`config.mk`:
```
export PLATFORM = sky130hd
export DESIGN_NAME = uart_alu_if
export DESIGN_NICKNAME = d
export VERILOG_FILES = /design/src/rtl/uart_alu_if.sv
export SDC_FILE = /design/constraint.sdc
export NUM_CORES = 1
export LEC_CHECK = 0
export CAP_MARGIN = 30
export CORE_MARGIN = 5
export CORE_UTILIZATION = 25
export DETAILED_ROUTE_END_ITERATION = 6
export PLACE_DENSITY_LB_ADDON = 0.05
export SLEW_MARGIN = 20
export SYNTH_ARGS = -nofsm -noshare
export SYNTH_HDL_FRONTEND = slang
export SYNTH_SLANG_ARGS = --single-unit
```
`constraint.sdc`:
```
create_clock -name clk -period 3.9 [get_ports clk]
set_input_delay 0.78 -clock clk [delete_from_list [all_inputs] [get_ports clk]]
set_output_delay 0.78 -clock clk [all_outputs]
set_load 0.03 [all_outputs]
```
`src/rtl/uart_alu_if.sv`:
```
// UART-to-ALU frame bridge: receives A, B, OP bytes, drives a registered ALU, returns the result.
// Define UART_ALU_FLAGS_EN to append a {carry, zero} flags byte after each result byte.
module uart_alu_if #(
   parameter int DBIT        = 8,
   parameter int NB_OP       = 6,
   parameter int TIMEOUT_CYC = 1000000,
   parameter int TO_BITS     = 20
) (
   input  logic             clk,
   input  logic             reset,
   input  logic             rx_empty,
   input  logic [DBIT-1:0]  r_data,
   output logic             rd_uart,
   input  logic             tx_full,
   output logic             wr_uart,
   output logic [DBIT-1:0]  w_data,
   output logic [DBIT-1:0]  alu_a,
   output logic [DBIT-1:0]  alu_b,
   output logic [NB_OP-1:0] alu_op,
   input  logic [DBIT-1:0]  alu_result,
   input  logic             alu_carry,
   input  logic             alu_zero,
   output logic             busy,
   output logic             timeout_err
);

   localparam logic [2:0] WAIT_A     = 3'd0;
   localparam logic [2:0] WAIT_B     = 3'd1;
   localparam logic [2:0] WAIT_OP    = 3'd2;
   localparam logic [2:0] EXEC       = 3'd3;
   localparam logic [2:0] SEND       = 3'd4;
`ifdef UART_ALU_FLAGS_EN
   localparam logic [2:0] SEND_FLAGS = 3'd5;
`endif

   localparam logic [TO_BITS-1:0] TO_LAST = TO_BITS'(TIMEOUT_CYC - 1);

   logic [2:0]         state;
   logic [TO_BITS-1:0] to_cnt;
   logic [DBIT-1:0]    a_sh, b_sh;
   logic               in_wait, mid_frame, in_send, to_hit;

   assign in_wait   = (state == WAIT_A) || (state == WAIT_B) || (state == WAIT_OP);
   assign mid_frame = (state == WAIT_B) || (state == WAIT_OP);
`ifdef UART_ALU_FLAGS_EN
   logic carry_q, zero_q;
   assign in_send = (state == SEND) || (state == SEND_FLAGS);
`else
   logic unused_flags;
   assign unused_flags = alu_carry ^ alu_zero;
   assign in_send = (state == SEND);
`endif

   // Gating with reset keeps FIFOs untouched while reset is held.
   assign rd_uart = !reset && in_wait && !rx_empty;
   assign wr_uart = !reset && in_send && !tx_full;
   assign busy    = (state == EXEC) || in_send;
   // rx_empty in a wait state means no read this cycle, so a read on the threshold wins.
   assign to_hit  = mid_frame && rx_empty && (to_cnt == TO_LAST);

   always_ff @(posedge clk) begin
      if (reset) begin
         state       <= WAIT_A;
         to_cnt      <= '0;
         a_sh        <= '0;
         b_sh        <= '0;
         alu_a       <= '0;
         alu_b       <= '0;
         alu_op      <= '0;
         w_data      <= '0;
         timeout_err <= 1'b0;
`ifdef UART_ALU_FLAGS_EN
         carry_q     <= 1'b0;
         zero_q      <= 1'b0;
`endif
      end else begin
         timeout_err <= 1'b0;

         if (rd_uart || !mid_frame || to_hit)
            to_cnt <= '0;
         else
            to_cnt <= to_cnt + 1'b1;

         case (state)
            WAIT_A: if (!rx_empty) begin
               a_sh  <= r_data;
               state <= WAIT_B;
            end
            WAIT_B: if (!rx_empty) begin
               b_sh  <= r_data;
               state <= WAIT_OP;
            end else if (to_hit) begin
               a_sh        <= '0;
               b_sh        <= '0;
               timeout_err <= 1'b1;
               state       <= WAIT_A;
            end
            WAIT_OP: if (!rx_empty) begin
               alu_a  <= a_sh;
               alu_b  <= b_sh;
               alu_op <= r_data[NB_OP-1:0];
               state  <= EXEC;
            end else if (to_hit) begin
               a_sh        <= '0;
               b_sh        <= '0;
               timeout_err <= 1'b1;
               state       <= WAIT_A;
            end
            EXEC: begin
               w_data <= alu_result;
`ifdef UART_ALU_FLAGS_EN
               carry_q <= alu_carry;
               zero_q  <= alu_zero;
`endif
               state  <= SEND;
            end
            SEND: if (!tx_full) begin
`ifdef UART_ALU_FLAGS_EN
               w_data <= {{(DBIT-2){1'b0}}, carry_q, zero_q};
               state  <= SEND_FLAGS;
`else
               state  <= WAIT_A;
`endif
            end
`ifdef UART_ALU_FLAGS_EN
            SEND_FLAGS: if (!tx_full) state <= WAIT_A;
`endif
            default: state <= WAIT_A;
         endcase
      end
   end

endmodule
```
* Word-level counts from Yosys, hierarchy flattened
Index checks and enable logic that the tools add are counted.
** Operators by class
- Equality and inequality tests :: 10
- $mul :: 0
- $add $sub $neg :: 1
- Mux-type cells :: 15
- Magnitude comparators :: 0
- Div/mod/pow operators :: 0
- Shifts and indexed selects :: 0
- Bitwise logic cells :: 2
- Reduce and logical (&&, ||, !) cells :: 26
** Operator list (number)
- $mux W8 :: 6
- $pmux W8 S2 :: 2
- $add A20 B1 Y20 const B :: 1
- $eq A20 B20 Y1 const B :: 1
- $mux W3 :: 5
- $pmux W3 S5 :: 1
- $eq A3 B2 Y1 const B :: 2
- $logic_and A1 B1 Y1 :: 6
- $logic_or A1 B1 Y1 :: 6
- $ne A2 B2 Y1 const B :: 3
- $reduce_and A2 Y1 :: 3
- $logic_not A1 Y1 :: 4
- $ne A2 B1 Y1 const B :: 2
- $reduce_and A4 Y1 :: 1
- $reduce_bool A2 Y1 :: 2
- $reduce_or A2 Y1 :: 2
- $eq A3 B1 Y1 const B :: 1
- $eq A3 B3 Y1 const B :: 1
- $logic_not A3 Y1 :: 1
- $reduce_or A3 Y1 :: 1
- $not A1 Y1 :: 2
- $mux W1 :: 1
** Word-level totals
- Memories :: 0
- Word-level logic and storage cells :: 63
- Bits in registers :: 70
- Memory bits (writable) :: 0
- Output and inout port bits :: 34
- Input port bits :: 22
- Memory bits (read-only) :: 0
- Bits in latches :: 0

* Logic depth before layout (Yosys ltp)
- Word-level depth :: 8
- Depth in mapped cells :: 7
- Gate-level depth less buffers :: 5

* Least setup slack after synthesis
Ideal clock, no wire load.
- Path kind :: input -> register
- Start :: input port rx_empty
- End :: register a_sh[0]
- Buffers on the path :: 3
- Arrival time :: 2.447 ns
- Stages on the path :: 7
- Library setup time :: 0.117 ns
- Data required time :: 3.783 ns
- Path slack :: 1.335 ns
- Cells stage by stage :: bufbuf_16 > nand4b_1 > or4_1 > buf_2 > or3_4 > buf_6 > a32o_1
** On the way
- Longest elaborated chain between the ends :: 4
- Elaborated cells between the ends (all ways) :: 6
- Classes of those cells :: eq/ne: 3; reduce/logical: 3
** Ends and longest elaborated chain
- start: declaration :: line 11 : input logic rx_empty,
- $logic_and A1 B1 Y1 (2 in a row) :: line 59 : assign to_hit = mid_frame && rx_empty && (to_cnt == TO_LAST);
- $ne A2 B1 Y1 (no source line)
- $reduce_and A4 Y1 (no source line) *
- end signal: assignment :: line 86 : a_sh <= r_data;
- end: declaration :: line 40 : logic [DBIT-1:0] a_sh, b_sh;
Every way passes the cells marked *; elsewhere a longest branch is shown, timed or not.
A chain may end at the register's enable or synchronous reset.

* Worst setup path after layout
- Start :: input port reset
- End :: output port wr_uart
** On the way
- Longest elaborated chain between the ends :: 3
** Ends and longest elaborated chain
- start: declaration :: line 10 : input logic reset,
- $logic_not A1 Y1 :: line 56 : assign wr_uart = !reset && in_send && !tx_full;
- $logic_and A1 B1 Y1 (2 in a row) :: line 56
- end: declaration :: line 15 : output logic wr_uart,
No other way between the ends.

==> flow_summary_export.csv <==
group,metric,value,unit
sta,fin_skew,0.00692,ns
layout,area.growth.synth_to_final,34.8,%
die,core,10900,um2
sta,period_share,0.799,
die,die_w,116,um
global_route,grt_overflow_total,0,
place,dp_hpwl,5080,um
drt,post_drt_via_cell_ratio,4.68,
global_route,grt_pass1_wl,12200,um
die,start_util,0.257,
drt,first_iter_violations,121,
worst_setup_path,crit_arrival,2.34,ns
sta,fmax,321,MHz
sta,fin_tns_setup,0,ns
synthesis,ys.flop_type,"dfxtp_1",
sta,setup_violations,0,
synthesis,post_synth.cell_area_avg,8.85,um2
synthesis,synth_edf_count,0,
global_route,grt_start_max_net_pins,26,
worst_setup_path,crit_fanout,7,
clock_network,h-tree-depth,3,
layout,post-route-util,0.347,
layout,multiInputGateArea,1260,um2
clock_network,cts_root_buf,"clkbuf_16",
clock_network,hold_buffers,0,
global_route,met1_usage,0.142,
synthesis,netlist_top_cells_area,"dfxtp_1 (50%), nand2_1 (8.1%), a21oi_1 (5.5%)",
worst_hold_path,hold_class,"reg -> reg",
global_route,antenna_found_initial,0,
worst_setup_path,cp-end-kind,"output pin",
clock_network,clock_sinks,70,
synthesis,yosys_register_bits,70,
drt,drt.antenna.violating_nets,0,
synthesis,ys_warn_count,0,
clock_network,clk_latency,0.32,ns
sta,period_needed,3.12,ns
drt,vias,2417,
clock_network,cts_setup_buffers,0,
drt,wl_per_cell,14.4,um
sta,tightest_slew,0.968,ns
synthesis,syn-cell-area,2820,um2
clock_network,cts_tree,"yes",
global_route,met3_usage,0.0290,
synthesis,yosysTopAreaCellShare,0.498,
sta,hold_viol_final,0,
layout,antennaDiodeCount,0,
worst_setup_path,criticalPathCategory,"in -> out",
layout,regArea,1400,um2
drt,wl,7430,um
outcome,outcome,"finished, final reports clean",
global_route,grt_pass1_vias,2401,
pwr,powerDensity,459,nW/um2
clock_network,cts_resized,0,
layout,final_nets,396,
die,num_rows,38,
global_route,grt_usage,0.115,
place,port_buffers,53,
layout,drive_gt1_frac,0.0716,
drt,drc_errors,0,
flow_run,maxCapViolCount,0,
global_route,grt.busiest_layer,"met2",
pwr,leakagePower,0.00128,uW
sta,worst_slack,0.782,ns
place,detailed_place.area,3460,um2
synthesis,syn-num-nets,341,
die,fp.dieH,116,um
global_route,use_met2,0.196,
layout,final_area,3790,um2
die,num_io_pins,56,
place,place_congestion,0.706,
sta,final_max_slew_viol_count,0,
clock_network,clockBufferDepth,2,
synthesis,synthArstFlopShare,0,
pwr,finalPower,1740,uW
synthesis,ys_seq_area_frac,0.498,
clock_network,path_clk_slew,0.06,ns
sta,rsz0062_at_grt,"no",
sta,slew_headroom,0.355,
pwr,worst_ir_drop_vdd,0.000189,V
layout,fillers,1163,
worst_setup_path,critPathRequiredTime,3.12,ns
synthesis,synth_cell_types,42,
synthesis,synth_cells,318,
worst_setup_path,worst_setup_path_start_kind,"primary input",
clock_network,cts_made_buffers,9,
drt,drt_pass1_iterations,6,
place,place_ws,0.743,ns
synthesis,synth_area_leader_cell,"dfxtp_1",
die,dieArea,13500,um2
[worst max-delay path: stages]
cell and delay, ns:
clkdlybuf4s50_1 0.59, nor3_1 0.25, clkdlybuf4s50_1 0.71
[cells by family (layout without fill, tap and decap cells)]
kind of cell               count (synthesis)  count (layout)  share of synthesized area
and+or+nand+nor                          136             136                      0.224
DFF                                       70              70                      0.498
AOI/OAI and AO/OA                         65              65                      0.149
buffers and inverters                     24              83                     0.0529
xor gates and xnor gates                  14              14                     0.0436
muxes                                      8               8                     0.0284
adders and majority gates                  1               1                    0.00444
[power breakdown]
part	leakage, uW	internal [uW]	total, uW	switching [uW]
Combinational	0.000551	36.1	77.5	41.3
Sequential	0.000566	729	739	10.7
Clock	0.000161	621	925	305
[cell usage after synthesis (2+ instances only)]
library cell,count
buf_6,2
o31ai_1,3
or4_1,5
dfxtp_1,70
xor2_1,4
nand3_1,12
nand2_1,61
nor2_1,30
a32o_1,8
inv_1,6
a32oi_1,8
mux2i_1,8
a21oi_1,31
nor3_1,6
nor4_1,5
clkbuf_1,11
nand2b_1,2
or3_1,4
o21ai_0,10
xnor2_1,10
[state kept, by name, summed over array words and instances (netlist names)]
signal	count
to_cnt	20
a_sh	8
alu_a	8
alu_b	8
b_sh	8
w_data	8
alu_op	6
state	3
timeout_err	1
[path summary, 6_finish.rpt]
| check | end | cells after the start | slack [ns] | start |
|---|---|---|---|---|
| hold reg to reg | alu_op[1]$_SDFFE_PP0P_ | 2 | 0.45 | alu_op[1]$_SDFFE_PP0P_ |
| hold / removal | alu_op[1]$_SDFFE_PP0P_ | 2 | 0.45 | alu_op[1]$_SDFFE_PP0P_ |
| setup reg to reg | a_sh[3]$_SDFFE_PP0P_ | 4 | 1.55 | to_cnt[8]$_SDFF_PP0_ |
| setup / recovery | wr_uart | 3 | 0.78 | reset |
[layout by cell type (no fill, tap or decap), types with 2 or more instances in the layout]
master and count:
a21oi_1 31, a32o_1 8, a32oi_1 8, buf_4 8
bufinv_16 3, clkbuf_16 9, clkdlybuf4s50_1 53, dfxtp_1 70
inv_1 6, mux2i_1 8, nand2_1 61, nand2b_1 2
nand3_1 12, nor2_1 30, nor3_1 6, nor4_1 5
o21ai_0 10, o31ai_1 3, or3_1 4, or4_1 5
xnor2_1 10, xor2_1 4
[metrics by stage]
stage / hold WS [ns] / instances
6_report: 0.452 / 517
5_1_grt: 0.469 / 517
4_1_cts: 0.454 / 517
3_5_place_dp: 0.446 / 502
3_3_place_gp: 0.442 / 502
2_1_floorplan: 0.431 / 318
[layout make-up]
cell class,count,area share
Clock buffer,9,0.0593
Timing Repair Buffer,61,0.156
Tap cell,140,0.0462
Clock inverter,6,0.0293
Inverter,7,0.00692
Sequential cell,70,0.369
Multi-Input combinational cell,224,0.333
[routing by layer]
layer | wire, um | up-vias
met3 | 284 | 5
met2 | 3630 | 44
met1 | 3440 | 1140
li1 | - | 1228
met5 | 0 | -
met4 | 81 | 0
No activity file was read; power rests on OpenSTA's default activity.
